$ cat config.mk
export PLATFORM = sky130hd
export DESIGN_NAME = cdb_arbiter_flat
export DESIGN_NICKNAME = d
export VERILOG_FILES = /design/src/rtl/cdb_arbiter_if.sv /design/src/rtl/cdb_arbiter.sv /design/src/flat_wrapper.sv
export SDC_FILE = /design/constraint.sdc
export NUM_CORES = 1
export LEC_CHECK = 0
export ABC_AREA = 1
export CORE_MARGIN = 2
export CORE_UTILIZATION = 25
export CTS_BUF_LIST = sky130_fd_sc_hd__clkbuf_4 sky130_fd_sc_hd__clkbuf_8 sky130_fd_sc_hd__clkbuf_16
export DETAILED_ROUTE_END_ITERATION = 10
export PLACE_DENSITY = 0.69
export SLEW_MARGIN = 20
export SYNTH_ARGS = -nofsm -noshare
export SYNTH_HDL_FRONTEND = slang
export SYNTH_SLANG_ARGS = --single-unit
$ cat constraint.sdc
create_clock -name clk_i -period 10.15 [get_ports clk_i]
set_input_delay 2.03 -clock clk_i [delete_from_list [all_inputs] [get_ports clk_i]]
set_output_delay 2.03 -clock clk_i [all_outputs]
set_load 0.01 [all_outputs]
$ cat src/rtl/cdb_arbiter_if.sv
// Completion-bus arbiter port bundle: requester side and broadcast side.
// slave is the arbiter's view, master is the environment's view.
interface cdb_arbiter_if #(
    parameter int ROBsizeLog = 4
);
    logic [3:0]                 reqValid_i;
    logic [3:0][ROBsizeLog-1:0] reqTag_i;
    logic [3:0][64:0]           reqVal_i;
    logic [3:0]                 reqReady_o;
    logic                       cdbStall_i;
    logic [ROBsizeLog-1:0]      completionRSROBTag_o;
    logic [64:0]                completionRSROBval_o;
    logic                       robWriteEn_o;
    logic [1:0]                 grantIdx_o;

    modport slave (
        input  reqValid_i,
        input  reqTag_i,
        input  reqVal_i,
        input  cdbStall_i,
        output reqReady_o,
        output completionRSROBTag_o,
        output completionRSROBval_o,
        output robWriteEn_o,
        output grantIdx_o
    );

    modport master (
        output reqValid_i,
        output reqTag_i,
        output reqVal_i,
        output cdbStall_i,
        input  reqReady_o,
        input  completionRSROBTag_o,
        input  completionRSROBval_o,
        input  robWriteEn_o,
        input  grantIdx_o
    );
endinterface

$ cat src/rtl/cdb_arbiter.sv
// Common data bus arbiter: round-robin grant over 4 result requesters.
// Define CDB_ARB_FIXED_PRIORITY_EN for fixed priority (requester 0 highest).
module cdb_arbiter #(
    parameter int ROBsize    = 8,
    parameter int ROBsizeLog = $clog2(ROBsize + 1),
    parameter int NUMREQ     = 4
) (
    input  logic           clk_i,
    input  logic           reset_i,
    cdb_arbiter_if.slave   bus
);
    localparam int IW = $clog2(NUMREQ);

    logic                  w_gnt;
    logic [IW-1:0]         w_idx;
    logic [IW-1:0]         w_cand;
    logic [NUMREQ-1:0]     w_onehot;
    logic [ROBsizeLog-1:0] w_tag;
    logic                  w_bcast;

    logic                  r_wen;
    logic [ROBsizeLog-1:0] r_tag;
    logic [64:0]           r_val;
    logic [IW-1:0]         r_gidx;
`ifndef CDB_ARB_FIXED_PRIORITY_EN
    logic [IW-1:0]         r_rrPtr;
`endif

    // Scan from the priority origin; the first valid candidate wins.
    always_comb begin
        w_gnt  = 1'b0;
        w_idx  = '0;
        w_cand = '0;
        for (int k = 0; k < NUMREQ; k++) begin
`ifdef CDB_ARB_FIXED_PRIORITY_EN
            w_cand = IW'(k);
`else
            w_cand = r_rrPtr + IW'(k);
`endif
            if (!w_gnt && bus.reqValid_i[w_cand]) begin
                w_gnt = 1'b1;
                w_idx = w_cand;
            end
        end
        if (reset_i || bus.cdbStall_i) begin
            w_gnt = 1'b0;
        end
    end

    always_comb begin
        w_onehot = '0;
        if (w_gnt) begin
            w_onehot[w_idx] = 1'b1;
        end
    end

    assign w_tag   = bus.reqTag_i[w_idx];
    // Tag 0 means "no ROB entry": consumed, never broadcast.
    assign w_bcast = w_gnt && (w_tag != '0);

    always_ff @(posedge clk_i or posedge reset_i) begin
        if (reset_i) begin
            r_wen   <= 1'b0;
            r_tag   <= '0;
            r_val   <= '0;
            r_gidx  <= '0;
`ifndef CDB_ARB_FIXED_PRIORITY_EN
            r_rrPtr <= '0;
`endif
        end else begin
            r_wen <= w_bcast;
            if (w_bcast) begin
                r_tag  <= w_tag;
                r_val  <= bus.reqVal_i[w_idx];
                r_gidx <= w_idx;
            end
`ifndef CDB_ARB_FIXED_PRIORITY_EN
            if (w_gnt) begin
                r_rrPtr <= w_idx + IW'(1);
            end
`endif
        end
    end

    assign bus.reqReady_o           = w_onehot;
    assign bus.robWriteEn_o         = r_wen;
    assign bus.completionRSROBTag_o = r_tag;
    assign bus.completionRSROBval_o = r_val;
    assign bus.grantIdx_o           = r_gidx;

    a_onehot: assert property (@(posedge clk_i) disable iff (reset_i)
        $onehot0(bus.reqReady_o));
    a_stall: assert property (@(posedge clk_i) disable iff (reset_i)
        bus.cdbStall_i |-> (bus.reqReady_o == '0));
endmodule

$ cat src/flat_wrapper.sv
// flat-port wrapper written by rule: the top's interface ports become plain ports
module cdb_arbiter_flat 
#(
    parameter int ROBsize    = 8,
    parameter int ROBsizeLog = $clog2(ROBsize + 1),
    parameter int NUMREQ     = 4
)
  (clk_i, reset_i, bus_reqValid_i, bus_reqTag_i, bus_reqVal_i, bus_cdbStall_i, bus_reqReady_o, bus_completionRSROBTag_o, bus_completionRSROBval_o, bus_robWriteEn_o, bus_grantIdx_o);
  cdb_arbiter_if #(.ROBsizeLog(ROBsizeLog)) bus_i ();
  input  logic clk_i;
  input  logic reset_i;
  input wire logic [$bits(bus_i.reqValid_i)-1:0] bus_reqValid_i;
  input wire logic [$bits(bus_i.reqTag_i)-1:0] bus_reqTag_i;
  input wire logic [$bits(bus_i.reqVal_i)-1:0] bus_reqVal_i;
  input wire logic [$bits(bus_i.cdbStall_i)-1:0] bus_cdbStall_i;
  output wire logic [$bits(bus_i.reqReady_o)-1:0] bus_reqReady_o;
  output wire logic [$bits(bus_i.completionRSROBTag_o)-1:0] bus_completionRSROBTag_o;
  output wire logic [$bits(bus_i.completionRSROBval_o)-1:0] bus_completionRSROBval_o;
  output wire logic [$bits(bus_i.robWriteEn_o)-1:0] bus_robWriteEn_o;
  output wire logic [$bits(bus_i.grantIdx_o)-1:0] bus_grantIdx_o;
  assign bus_i.reqValid_i = bus_reqValid_i;
  assign bus_i.reqTag_i = bus_reqTag_i;
  assign bus_i.reqVal_i = bus_reqVal_i;
  assign bus_i.cdbStall_i = bus_cdbStall_i;
  assign bus_reqReady_o = bus_i.reqReady_o;
  assign bus_completionRSROBTag_o = bus_i.completionRSROBTag_o;
  assign bus_completionRSROBval_o = bus_i.completionRSROBval_o;
  assign bus_robWriteEn_o = bus_i.robWriteEn_o;
  assign bus_grantIdx_o = bus_i.grantIdx_o;
  cdb_arbiter #(.ROBsize(ROBsize), .ROBsizeLog(ROBsizeLog), .NUMREQ(NUMREQ)) u_core (.clk_i(clk_i), .reset_i(reset_i), .bus(bus_i));
endmodule
# Yosys cells after proc, flatten, opt, wreduce, memory -nomap -nowiden
# Index checks and enable logic that the tools add are counted.
[word_totals]
register_bits = 74
input_bits = 283
out_inout_bits = 76
wordCells = 49
[op_classes]
addsub = 4
magnitude_cmp = 6
muxes = 24
reduce_logical = 10
[ops]
columns = ["operator", "count"]
rows = [
  ["$bmux W65 S2", 1],
  ["$mux W65", 1],
  ["$lt A2 B3 Y1 const B", 5],
  ["$mux W1", 10],
  ["$bmux W1 S2", 4],
  ["$bmux W4 S2", 1],
  ["$mux W2", 4],
  ["$mux W4", 2],
  ["$logic_and A1 B1 Y1", 5],
  ["$add A2 B1 Y2 const B", 2],
  ["$add A2 B2 Y2 const B", 2],
  ["$reduce_bool A4 Y1", 1],
  ["$logic_not A1 Y1", 3],
  ["$demux W1 S2", 1],
  ["$ge A2 B1 Y1 const B", 1],
  ["$logic_or A1 B1 Y1", 1],
]

# Longest topological paths before layout
[logic_depth]
ltp_word = 17
mapped_depth = 20
depth_no_buf = 17

# Worst setup path before layout
# Ideal clock, no wire load.
[synth_timing]
path_kind = "in2out"
start = "input port reset_i"
end = "output port bus_reqReady_o[0]"
t_arrival_ns = 4.231
required_time_ns = 8.120
slack_ns = 3.889
path_stages = 3
cell_sequence = "inv_1 > nand3_1 > nor2_1"
[synth_between]
elab_chain_cells = 3
[synth_rtl]
columns = ["element", "line_no", "source"]
rows = [
  ["start: declaration", "flat_wrapper.sv:11", "input logic reset_i;"],
  ["$logic_or A1 B1 Y1", "cdb_arbiter.sv:45", "if (reset_i || bus.cdbStall_i) begin"],
  ["$mux W1", "cdb_arbiter.sv:45", ""],
  ["$mux W4", "cdb_arbiter.sv:52", "if (w_gnt) begin"],
  ["end: declaration", "flat_wrapper.sv:16", "output wire logic [$bits(bus_i.reqReady_o)-1:0] bus_reqReady_o;"],
]
# Every way passes these cells.

# Worst setup path in the final report
[layout_timing]
start = "input port bus_reqValid_i[2]"
end = "output port bus_reqReady_o[1]"
[layout_between]
elab_chain_cells = 17
[layout_rtl]
columns = ["element", "line_no", "source"]
rows = [
  ["start: declaration", "flat_wrapper.sv:12", "input wire logic [$bits(bus_i.reqValid_i)-1:0] bus_reqValid_i;"],
  ["$bmux W1 S2", "cdb_arbiter.sv:40", "if (!w_gnt && bus.reqValid_i[w_cand]) begin"],
  ["$mux W1 (not written as such)", "cdb_arbiter.sv:40", ""],
  ["$mux W1", "cdb_arbiter.sv:40", ""],
  ["$logic_not A1 Y1", "cdb_arbiter.sv:40", ""],
  ["$logic_and A1 B1 Y1", "cdb_arbiter.sv:40", ""],
  ["$mux W1", "cdb_arbiter.sv:40", ""],
  ["$logic_not A1 Y1", "cdb_arbiter.sv:40", ""],
  ["$logic_and A1 B1 Y1", "cdb_arbiter.sv:40", ""],
  ["$mux W1", "cdb_arbiter.sv:40", ""],
  ["$logic_not A1 Y1", "cdb_arbiter.sv:40", ""],
  ["$logic_and A1 B1 Y1", "cdb_arbiter.sv:40", ""],
  ["$mux W2", "cdb_arbiter.sv:40", ""],
  ["$lt A2 B3 Y1 (not written as such) / $ge A2 B1 Y1 (equally long branches)", "cdb_arbiter.sv:53", "w_onehot[w_idx] = 1'b1;"],
  ["$logic_and A1 B1 Y1 (not written as such)", "cdb_arbiter.sv:53", ""],
  ["$mux W1 (not written as such)", "cdb_arbiter.sv:53", ""],
  ["$demux W1 S2", "--", ""],
  ["$mux W4 (*)", "cdb_arbiter.sv:52", ""],
]
# Every way passes the cells marked *; elsewhere a longest branch is shown, timed or not. The select of a mux whose other input is x is not followed.

==> out/metrics.yaml <==
clk_latency_ps: 340
cp.arrival_ps: 5410
synth-edff-count: 0
start_util_pct: 25.4
syn_area_mm2: 0.00571
worst-path-max-fanout: 68
grt_pass1_vias: 6552
final_layout_size_suffix_gt1_share_pct: 7.91
cts_buffer_depth: 2
synth_top_area_share_pct: 32.4
cpMostUsedCell: "nand2_1"
grt-ovfl-total: 0
drt_iter0_markers: 366
start_kind: "input pin"
grt_setup_unrepaired: "false"
final_area_mm2: 0.00970
fin_nets: 1471
cts_resized: 0
wirelength_um: 23200
hold_path.class: "flop to flop"
die-area_mm2: 0.0241
post-cts-setup-buffer-count: 0
synthCells: 876
synth_cell_type_count: 27
cts.clk_slew.worst_paths_ps: 60
wl_met1_um: 9960
synth.area.top_cells: "dfrtp_1 (32%), nand2_1 (17%), nor2_1 (8.9%), o211ai_1 (8.5%), nand3_1 (7.5%)"
status: "complete, no violations"
syn_nets: 1163
grtUsageTotal_pct: 18.6
whs_path_depth: 2
core_mm2: 0.0225
period_share_pct: 73.3
criticalPathCategory: "input pin to primary output"
leakage_uw: 0.00435
syn_avg_cell_area_um2: 6.52
yosysMostFrequentCell: "nand2_1"
grt_max_degree: 76
skew_ps: 11.8
synth_area_leader_cell: "dfrtp_1"
crit_chain: "clkdlybuf4s50_1, inv_1, nand2_1, nand2_1, nand2_1, nand2_1, nand2_1, nand2_1, nand2_2, nand3_4, inv_4, ha_1, inv_1, nor2_1, clkdlybuf4s50_1"
tns_ps: 0
setup_viol: 0
hold_violations: 0
h-tree-depth: 3
cts_tree: "built"
maxCapViolations: 0
top_layer: "met4"
ctsRootBufferMaster: "clkbuf_16"
wl_met2_um: 11300
io_buffers: 358
power_density_mw_per_mm2: 376
hpwl_um: 16900
end_kind: "primary output"
seq_area_frac_synth_pct: 32.4
rr_worst_depth: 16
finalWeightedCongestion: 0.881
wl_per_cell_um: 15.8
numCtsBuffers: 9
ys_ff_latch: 74
async_flop_share_pct: 100
dr.pass1.iters: 5
dpl_cell_area_mm2: 0.00934
die_y_um: 155
postRouteAntennaNets: 0
antenna_found_initial: 0
max_freq_mhz: 134
grt_first_pass_wirelength_um: 35400
layout-area-overhead-vs-synth_pct: 69.8
slew_headroom_pct: 40.0
synth_flop_cell: "dfrtp_1"
vias_per_cell: 4.62
min_period_ps: 7440
post-route-drc-count: 0
clock_sinks: 74
yosysWarnings: 0
critPathSlowestCell: "inv_4"
die_w_um: 155
crit_required_ps: 8120
via_count: 6811
max_stage_delay_ps: 730
final_max_slew_viol_count: 0
worstMarginPinSlew_ps: 899
wl_met3_um: 1390
num_io_pins: 359
peakVddDrop_mv: 0.193
num_antenna_cells: 0
rows: 55
ctsHoldBuffers: 0
synth_common_cells: "nand2_1 (257), nor2_1 (136), nand3_1 (86)"
-- worst max-delay path, delay by kind of cell --
kind	cells	cell delay (ps)
fa+ha+maj	1	260
buf+inv	5	1840
simple gates	9	1240
-- cells in the final DEF, fill, tap and decap left out, types with 3 or more instances in the layout --
| cell type | count |
|---|---|
| bufinv_16 | 3 |
| or2_0 | 8 |
| o211ai_1 | 65 |
| clkdlybuf4s50_1 | 358 |
| inv_2 | 7 |
| nor2_1 | 136 |
| buf_4 | 5 |
| or2_2 | 52 |
| dfrtp_1 | 74 |
| nand4_1 | 8 |
| clkbuf_16 | 9 |
| nand3_1 | 86 |
| o21ai_0 | 68 |
| nand2_1 | 257 |
| ha_1 | 4 |
| or2_1 | 5 |
| inv_1 | 26 |
-- cell type report --
| cell class | instances | area, um2 |
|---|---|---|
| Multi-Input combinational cell | 700 | 3360 |
| Timing Repair Buffer | 363 | 3620 |
| Clock inverter | 4 | 97.6 |
| Clock buffer | 12 | 260 |
| Tap cell | 285 | 357 |
| Inverter | 36 | 144 |
| Fill cell | 2334 | 12800 |
| Sequential cell | 74 | 1850 |
-- final timing paths --
kind	slack, ps	from	end
worst max-delay path	2710	bus_reqValid_i[2]	bus_reqReady_o[1]
min in group asynchronous	2090	reset_i	u_core.bus.completionRSROBval_o[48]$_DFFE_PP0P_
worst max register to register	5470	u_core.r_rrPtr[0]$_DFFE_PP0P_	u_core.bus.completionRSROBval_o[63]$_DFFE_PP0P_
worst min-delay path	470	u_core.bus.completionRSROBval_o[55]$_DFFE_PP0P_	u_core.bus.completionRSROBval_o[55]$_DFFE_PP0P_
max in group asynchronous	7070	reset_i	u_core.bus.completionRSROBval_o[19]$_DFFE_PP0P_
worst min register to register	470	u_core.bus.completionRSROBval_o[55]$_DFFE_PP0P_	u_core.bus.completionRSROBval_o[55]$_DFFE_PP0P_
-- report_power, final --
part	internal, uW	total [uW]	switching (uW)
logic	1040	2730	1690
registers	443	525	82.1
clock network	257	387	130
total	1740	3640	1900
-- per-layer routing --
layer / vias up / global-route usage [%]
met5: - / 0
met1: 3119 / 23.4
met2: 198 / 32.0
met3: 29 / 3.68
li1: 3465 / -
met4: 0 / 6.22
-- flip-flops by register name (all words and copies together) (netlist names) --
signal,cells
u_core.bus.completionRSROBval_o,65
u_core.bus.completionRSROBTag_o,4
u_core.bus.grantIdx_o,2
u_core.r_rrPtr,2
u_core.bus.robWriteEn_o,1
-- stage by stage --
stage	setup WS, ps	instances	utilization [%]	hold WS [ps]	power [uW]
6_report	2710	1474	43.1	468	3640
5_1_grt	2280	1474	43.1	485	4030
4_1_cts	2670	1474	43.1	473	3680
3_5_place_dp	2670	1458	41.5	458	3280
3_3_place_gp	2720	1458	41.5	453	3250
2_1_floorplan	3890	876	-	506	2470
-- kinds of logic (layout without fill, tap and decap cells) --
| group | Yosys count | in the layout | synth area share [%] |
|---|---|---|---|
| simple gates | 563 | 563 | 43.4 |
| compound gates | 133 | 133 | 14.5 |
| buf+inv | 102 | 415 | 8.74 |
| flops | 74 | 74 | 32.4 |
| fa+ha+maj | 4 | 4 | 0.876 |
Note: power is estimated with default switching activity, not from simulation.
